**config.mk**
```make
export PLATFORM = sky130hd
export DESIGN_NAME = dff_debounce_edge_flat
export DESIGN_NICKNAME = d
export VERILOG_FILES = /design/src/rtl/dff_debounce_edge_if.sv /design/src/rtl/dff_debounce_edge.sv /design/src/flat_wrapper.sv
export SDC_FILE = /design/constraint.sdc
export NUM_CORES = 1
export LEC_CHECK = 0
export CORE_AREA = 3 3 40 42
export DETAILED_ROUTE_END_ITERATION = 8
export DIE_AREA = 0 0 43 45
export GPL_TIMING_DRIVEN = 0
export PLACE_DENSITY = 0.52
export SLEW_MARGIN = 20
export SYNTH_ARGS = -nofsm -noshare
export SYNTH_HDL_FRONTEND = slang
export SYNTH_SLANG_ARGS = --single-unit
export TNS_END_PERCENT = 10
```
**constraint.sdc**
```tcl
create_clock -name i_clk -period 3.5 [get_ports i_clk]
set_input_delay 0.35 -clock i_clk [delete_from_list [all_inputs] [get_ports i_clk]]
set_output_delay 0.35 -clock i_clk [all_outputs]
set_load 0.01 [all_outputs]
```
**src/rtl/dff_debounce_edge_if.sv**
```systemverilog
// Purpose: level/strobe bundle between a debouncer and its surroundings.
//   i_d     raw input level (driven by the pin side)
//   o_q     debounced level
//   o_rise  one-cycle strobe on accepted 0->1
//   o_fall  one-cycle strobe on accepted 1->0
//   o_busy  high while a candidate change is being counted
interface dff_debounce_edge_if;
  logic i_d;
  logic o_q;
  logic o_rise;
  logic o_fall;
  logic o_busy;

  // Pin/consumer side: drives the raw level, observes the conditioned outputs.
  modport master (
    output i_d,
    input  o_q,
    input  o_rise,
    input  o_fall,
    input  o_busy
  );

  // Debouncer side.
  modport slave (
    input  i_d,
    output o_q,
    output o_rise,
    output o_fall,
    output o_busy
  );
endinterface

```
**src/rtl/dff_debounce_edge.sv**
```systemverilog
// Purpose: input conditioning for a raw/asynchronous 1-bit level. The level is
//   synchronised through a SYNC_STAGES flop chain, then accepted as the new
//   debounced level only after DEBOUNCE_CYCLES consecutive cycles of
//   disagreeing with the current one. Each accept raises exactly one of
//   o_rise/o_fall for one cycle.
// Ports:
//   i_clk    clock, rising edge
//   i_rst_n  asynchronous active-low reset
//   bus      dff_debounce_edge_if.slave (i_d in; o_q, o_rise, o_fall, o_busy out)
module dff_debounce_edge #(
  parameter int unsigned SYNC_STAGES     = 2,
  parameter int unsigned DEBOUNCE_CYCLES = 4
) (
  input  logic               i_clk,
  input  logic               i_rst_n,
  dff_debounce_edge_if.slave bus
);

  localparam int unsigned      CNT_W      = $clog2(DEBOUNCE_CYCLES + 1);
  localparam logic [CNT_W-1:0] CNT_ONE    = CNT_W'(1);
  localparam logic [CNT_W-1:0] CNT_LAST   = CNT_W'(DEBOUNCE_CYCLES - 1);
  // A single disagreeing cycle is already enough: skip the counting state.
  localparam bit               ACCEPT_NOW = (DEBOUNCE_CYCLES == 1);

  typedef enum logic {
    ST_STABLE = 1'b0,
    ST_COUNT  = 1'b1
  } state_e;

  logic [SYNC_STAGES-1:0] sync_q, sync_d;
  state_e                 state_q, state_d;
  logic [CNT_W-1:0]       cnt_q, cnt_d;
  logic                   q_q, q_d;
  logic                   rise_q, rise_d;
  logic                   fall_q, fall_d;
  logic                   busy_q, busy_d;
  logic                   s;

  assign s = sync_q[SYNC_STAGES-1];

  // Next-state: synchroniser shift plus stability counter FSM.
  always_comb begin
    sync_d  = {sync_q[SYNC_STAGES-2:0], bus.i_d};
    state_d = state_q;
    cnt_d   = cnt_q;
    q_d     = q_q;
    rise_d  = 1'b0;
    fall_d  = 1'b0;

    unique case (state_q)
      ST_STABLE: begin
        if (s != q_q) begin
          if (ACCEPT_NOW) begin
            q_d    = s;
            cnt_d  = '0;
            rise_d = s;
            fall_d = ~s;
          end else begin
            state_d = ST_COUNT;
            cnt_d   = CNT_ONE;
          end
        end else begin
          cnt_d = '0;
        end
      end
      ST_COUNT: begin
        if (s == q_q) begin
          // Candidate fell back before qualifying: drop it silently.
          state_d = ST_STABLE;
          cnt_d   = '0;
        end else if (cnt_q == CNT_LAST) begin
          state_d = ST_STABLE;
          cnt_d   = '0;
          q_d     = s;
          rise_d  = s;
          fall_d  = ~s;
        end else begin
          cnt_d = cnt_q + CNT_ONE;
        end
      end
      default: begin
        state_d = ST_STABLE;
        cnt_d   = '0;
      end
    endcase

    // Registered so busy reflects the state the FSM has just entered.
    busy_d = (state_d == ST_COUNT);
  end

  // State register.
  always_ff @(posedge i_clk or negedge i_rst_n) begin
    if (!i_rst_n) begin
      sync_q  <= '0;
      state_q <= ST_STABLE;
      cnt_q   <= '0;
      q_q     <= 1'b0;
      rise_q  <= 1'b0;
      fall_q  <= 1'b0;
      busy_q  <= 1'b0;
    end else begin
      sync_q  <= sync_d;
      state_q <= state_d;
      cnt_q   <= cnt_d;
      q_q     <= q_d;
      rise_q  <= rise_d;
      fall_q  <= fall_d;
      busy_q  <= busy_d;
    end
  end

  assign bus.o_q    = q_q;
  assign bus.o_rise = rise_q;
  assign bus.o_fall = fall_q;
  assign bus.o_busy = busy_q;

endmodule
```
**src/flat_wrapper.sv**
```systemverilog
// flat-port wrapper written by rule: the top's interface ports become plain ports
module dff_debounce_edge_flat 
#(
  parameter int unsigned SYNC_STAGES     = 2,
  parameter int unsigned DEBOUNCE_CYCLES = 4
)
  (i_clk, i_rst_n, bus_i_d, bus_o_q, bus_o_rise, bus_o_fall, bus_o_busy);
  dff_debounce_edge_if bus_i ();
  input  logic i_clk;
  input  logic i_rst_n;
  input wire logic [$bits(bus_i.i_d)-1:0] bus_i_d;
  output wire logic [$bits(bus_i.o_q)-1:0] bus_o_q;
  output wire logic [$bits(bus_i.o_rise)-1:0] bus_o_rise;
  output wire logic [$bits(bus_i.o_fall)-1:0] bus_o_fall;
  output wire logic [$bits(bus_i.o_busy)-1:0] bus_o_busy;
  assign bus_i.i_d = bus_i_d;
  assign bus_o_q = bus_i.o_q;
  assign bus_o_rise = bus_i.o_rise;
  assign bus_o_fall = bus_i.o_fall;
  assign bus_o_busy = bus_i.o_busy;
  dff_debounce_edge #(.SYNC_STAGES(SYNC_STAGES), .DEBOUNCE_CYCLES(DEBOUNCE_CYCLES)) u_core (.i_clk(i_clk), .i_rst_n(i_rst_n), .bus(bus_i));
endmodule
```
==> results of run 1 <==
[layer usage]
metal	routed length, microns	track usage	vias up
li1	-	-	92
met1	226	0.0773	91
met2	232	0.102	5
met3	26	0.0239	0
met4	0	0.0904	0
met5	0	0	-
[sequential cells by signal, summed over array words and instances (netlist names)]
name and flops:
u_core.bus.o_fall 1, u_core.bus.o_q 1, u_core.bus.o_rise 1, u_core.cnt_q 3, u_core.state_q 1, u_core.sync_q 2
[cell usage in the layout (no fill, tap or decap), drive strengths merged]
master         netlist  routed
o21ai                1       1
clkdlybuf4s50        0       6
and3                 1       1
nor3b                2       2
mux2                 1       1
and2                 2       2
clkbuf               0       4
xor2                 1       1
dfrtp                9       9
and4b                1       1
ha                   1       1
nor2b                1       1
nand2                1       1
[through the flow]
step | utilization | setup slack, ns | instance area [sq um] | hold slack [ns] | std cells
2_1_floorplan | - | 2.33 | 334 | 0.0544 | 21
5_1_grt | 0.342 | 1.84 | 439 | 0.365 | 46
6_report | 0.342 | 1.91 | 439 | 0.353 | 46
3_3_place_gp | 0.321 | 2.20 | 413 | 0.338 | 42
4_1_cts | 0.342 | 1.89 | 439 | 0.353 | 46
3_5_place_dp | 0.321 | 2.19 | 413 | 0.340 | 42
[synth_stat cells, drive strengths merged]
library cell and instances:
dfrtp 9, and2 2, nor3b 2, and3 1
and4b 1, ha 1, mux2 1, nand2 1
nor2b 1, o21ai 1, xor2 1
[logic make-up (layout without fill, tap and decap cells)]
logic type,count (synthesis),count (layout)
XOR/XNOR,1,1
flip-flops,9,9
adder cells (fa/ha/maj),1,1
multiplexers,1,1
AND/OR/NAND/NOR,8,8
buffers and inverters,0,10
AO/OA/AOI/OAI,1,1
[cell type report]
type,count,area share
Tap cell,15,0.0427
Timing Repair Buffer,6,0.137
Clock buffer,4,0.0598
Sequential cell,9,0.513
Multi-Input combinational cell,12,0.248
[final timing paths]
check / start / endpoint / slack, ns / cells past startpoint
max in group asynchronous: i_rst_n / u_core.bus.o_q / 2.83 / 1
worst min-delay path: u_core.sync_q[0] / u_core.sync_q[1] / 0.35 / 0
worst max register to register: u_core.cnt_q[0] / u_core.bus.o_q / 2.26 / 4
worst max-delay path: u_core.bus.o_q / bus_o_q / 1.91 / 1
min in group asynchronous: i_rst_n / u_core.cnt_q[2] / 0.39 / 1
worst min register to register: u_core.sync_q[0] / u_core.sync_q[1] / 0.35 / 0
[power by group]
part / leakage (uW) / internal (uW) / total (uW) / switching [uW]
Clock: 0.0000150 / 43.7 / 77.0 / 33.3
Sequential: 0.000115 / 128 / 148 / 19.7
Combinational: 0.0000711 / 54.7 / 84.9 / 30.2
==> results.yml, run 1 <==
clocking:
  cts_tree: "done"
  hold_buffers: 0
  clk_latency_ns: 0.25
  h-tree-depth: 1
  clk_pin_slew_ns: 0.06
  post_cts_buffers: 0
  cts_max_path_buffers: 2
  cts_buffers: 3
  clock-sinks: 9
  cts-root-buf: "clkbuf_4"
  cts-resized-gates: 0
cells_and_area:
  fillers: 118
  regArea_sq_um: 225
  final_nets: 36
  area_delta_synth_final_pct: 31.5
  drive_gt1_frac: 0.290
  num_antenna_cells: 0
  multi_input_area_sq_um: 109
setup_path:
  crit_buf_inv: 1
  worstPathCellList: "clkdlybuf4s50_1"
  cp_max_fo: 5
  cp.arrival_ns: 1.24
  end_kind: "primary output"
  crit_family: "buffers and inverters"
  required_ns: 3.15
  startpoint_type: "register"
  worstSetupPathType: "reg2out"
  cpPeakStageDelay_ns: 0.57
  crit_slowest_cell: "clkdlybuf4s50_1"
timing:
  rsz0062_at_grt: "no"
  slew_headroom: 0.733
  setup_viol: 0
  setup_tns_ns: 0
  period_share: 0.453
  clock_skew_ns: 0.000615
  max_freq_mhz: 631
  drv_slew: 0
  hold_violations: 0
  period_needed_ns: 1.59
  worstMarginPinSlew_ns: 0.399
grt:
  grt.overflow.total: 0
  track_usage: 0.0725
  grt_pass1_wl_microns: 952
  grt_pass1_vias: 224
  grt_start_max_net_pins: 10
  antenna_found_initial: 0
detailed_routing:
  drtIter0Drc: 0
  wl_per_cell_microns: 10.6
  drc: 0
  ant_nets: 0
  vias: 188
  vias_per_cell: 4.09
  dr.pass1.iters: 1
  routed_wl_microns: 486
synthesis:
  ys_types: 11
  syn_inst: 21
  syn_nets: 25
  yosysSeqAreaShare: 0.674
  synth_top_family_by_area: "simple AND/OR/NAND/NOR gates"
  synth_fa_ha_area_frac: 0.0375
  synth.top_cells.by_area: "dfrtp_1 (67%), and2_2 (4.5%), mux2_4 (4.5%)"
  synth-xor-area-share: 0.0262
  synth_top_area_share: 0.674
  avgSynthCellArea_sq_um: 15.9
  synth_warnings: 0
  yosys_register_bits: 9
  yosys.area_share.simple: 0.202
  muxShareOfSynthArea: 0.0449
  synth_compound_area_frac: 0.0150
  syn_area_sq_um: 334
  synth_area_leader_cell: "dfrtp_1"
floorplanning:
  die_h_microns: 45
  die_w_microns: 43
  rows: 13
  ios: 7
  core_area_sq_um: 1280
  start_util: 0.260
  die_area_sq_um: 1940
place:
  gp_congestion: 0.668
  dp.final_hpwl_microns: 350
  io_buffers: 6
job:
  maxCapViolCount: 0
power_and_ir_drop:
  pwr_density_cell_nw_per_um2: 705
  power_leakage_uw: 0.000201
  p_total_uw: 310
  ir_worst_vdd_mv: 0.209
status:
  outcome: "complete, no violations"
min_path:
  hold_class: "reg2reg"
No activity file was read; power rests on OpenSTA's default activity.
==> inputs of run 2 (changes only) <==
--- a/config.mk
+++ b/config.mk
@@ -9,7 +9,7 @@
 export DETAILED_ROUTE_END_ITERATION = 8
 export DIE_AREA = 0 0 43 45
 export GPL_TIMING_DRIVEN = 0
-export PLACE_DENSITY = 0.52
+export PLACE_DENSITY = 0.54
 export SLEW_MARGIN = 20
 export SYNTH_ARGS = -nofsm -noshare
 export SYNTH_HDL_FRONTEND = slang
==> constraint.sdc (replaced) <==
create_clock -name i_clk -period 1.3 [get_ports i_clk]
set_input_delay 0.13 -clock i_clk [delete_from_list [all_inputs] [get_ports i_clk]]
set_output_delay 0.13 -clock i_clk [all_outputs]
set_load 0.01 [all_outputs]
==> results.yml, run 2 (same netlist as run 1, synthesis figures left out) <==
detailed_routing:
  dr.pass1.iters: 1
  drtIter0Drc: 0
  routed_wl_microns: 503
  vias_per_cell: 4.24
  wl_per_cell_microns: 10.9
  drc: 0
  vias: 195
  ant_nets: 0
clocking:
  clock-sinks: 9
  cts_buffers: 3
  clk_pin_slew_ns: 0.06
  cts_max_path_buffers: 2
  cts_tree: "done"
  cts-root-buf: "clkbuf_4"
  h-tree-depth: 1
  clk_latency_ns: 0.25
setup_path:
  end_kind: "primary output"
  worstPathCellList: "clkdlybuf4s50_1"
  crit_buf_inv: 1
  cpPeakStageDelay_ns: 0.54
  ff2ff_setup_slack_ns: 0.06
  cp_max_fo: 1
  crit_family: "buffers and inverters"
  required_ns: 1.17
  crit_slowest_cell: "clkdlybuf4s50_1"
  worstReg2RegStart: "u_core.cnt_q[0]"
  worstSetupPathType: "reg2out"
  regToRegEndpoint: "u_core.bus.o_q"
  rr_worst_depth: 4
  cp.arrival_ns: 1.12
  startpoint_type: "register"
timing:
  period_needed_ns: 1.25
  period_share: 0.963
  setup_tns_ns: 0
  hold_violations: 0
  rsz0062_at_grt: "no"
  setup_viol: 0
  drv_slew: 0
  worstMarginPinSlew_ns: 0.389
  max_freq_mhz: 799
  finalWorstSetupSlack_ns: 0.0482
  slew_headroom: 0.740
  clock_skew_ns: 0.00332
power_and_ir_drop:
  pwr_density_cell_nw_per_um2: 1850
  power_leakage_uw: 0.000206
  ir_worst_vdd_mv: 0.732
cells_and_area:
  area_delta_synth_final_pct: 30.7
  final_common_cell: "dfrtp_1"
  final_nets: 36
  top_register: "u_core.cnt_q"
  regArea_sq_um: 225
  num_antenna_cells: 0
  final_cell_mix: "dfrtp_1 (9), clkdlybuf4s50_1 (4), clkbuf_4 (3)"
  drive_gt1_frac: 0.290
  multi_input_area_sq_um: 109
  fin_area_sq_um: 437
  top_regs: "u_core.cnt_q (3), u_core.sync_q (2)"
  largest_reg_flops: 3
  fillers: 126
status:
  outcome: "complete, no violations"
place:
  dp.final_hpwl_microns: 352
  dpl_cell_area_sq_um: 413
  gp_congestion: 0.666
  io_buffers: 6
  dp_slack_ns: 0.0659
min_path:
  hold_class: "in2async"
grt:
  grt_start_max_net_pins: 10
  antenna_found_initial: 0
  grt_pass1_wl_microns: 924
  track_usage: 0.0726
  grt.overflow.total: 0
  grt_pass1_vias: 233
floorplanning:
  die_w_microns: 43
  start_util: 0.260
  rows: 13
  die_h_microns: 45
  die_area_sq_um: 1940
  core_area_sq_um: 1280
  ios: 7
job:
  maxCapViolCount: 0
[run 2: cell count changes in the layout (fill, tap and decap cells not counted)]
cell | before | now
dlygate4sd2_1 | 0 | 2
clkdlybuf4s50_1 | 6 | 4
[run 2: layout make-up]
class	count	share of cell area
Sequential cell	9	0.516
Clock buffer	4	0.0602
Multi-Input combinational cell	12	0.249
Timing Repair Buffer	6	0.132
Tap cell	15	0.0430
[run 2: power by group]
| group | internal [uW] | total [uW] | switching [uW] | leakage, uW |
|---|---|---|---|---|
| clock network | 118 | 205 | 87.6 | 0.0000150 |
| registers | 345 | 395 | 49.7 | 0.000115 |
| logic | 126 | 206 | 79.8 | 0.0000753 |
| total | 589 | 806 | 217 | 0.000206 |
[run 2: how the worst max path moves through the flow]
| stage | startpoint | endpoint | slack (ns) | depth (start not counted) |
|---|---|---|---|---|
| after floorplan | u_core.cnt_q[0] | u_core.bus.o_q | 0.13 | 4 |
| after global placement | u_core.cnt_q[0] | u_core.bus.o_q | 0.09 | 4 |
| after detailed placement | u_core.cnt_q[0] | u_core.bus.o_q | 0.07 | 4 |
| after CTS | u_core.bus.o_fall | bus_o_fall | 0.03 | 1 |
| after global routing | u_core.bus.o_fall | bus_o_fall | 0.007 | 1 |
| final | u_core.bus.o_fall | bus_o_fall | 0.05 | 1 |
[run 2: repair_timing]
| item | in CTS | in global routing |
|---|---|---|
| gates resized for setup | 2 | 0 |
| hold buffers | 0 | 0 |
| buffers inserted | 0 | 0 |
| setup endpoints to repair | 2 | 0 |
[run 2: stage by stage]
step	power [uW]	instances	util	hold WS (ns)
2_1_floorplan	530	21	-	-0.166
3_3_place_gp	627	42	0.321	0.343
3_5_place_dp	630	42	0.321	0.337
4_1_cts	825	46	0.340	0.166
5_1_grt	874	46	0.340	0.185
6_report	806	46	0.340	0.164
[run 2: per-layer routing]
| layer | up-vias | global-route usage | routed length (microns) |
|---|---|---|---|
| li1 | 90 | - | - |
| met1 | 94 | 0.0804 | 245 |
| met2 | 9 | 0.0958 | 208 |
| met3 | 2 | 0.0398 | 43 |
| met4 | 0 | 0.0723 | 6 |
| met5 | - | 0 | 0 |
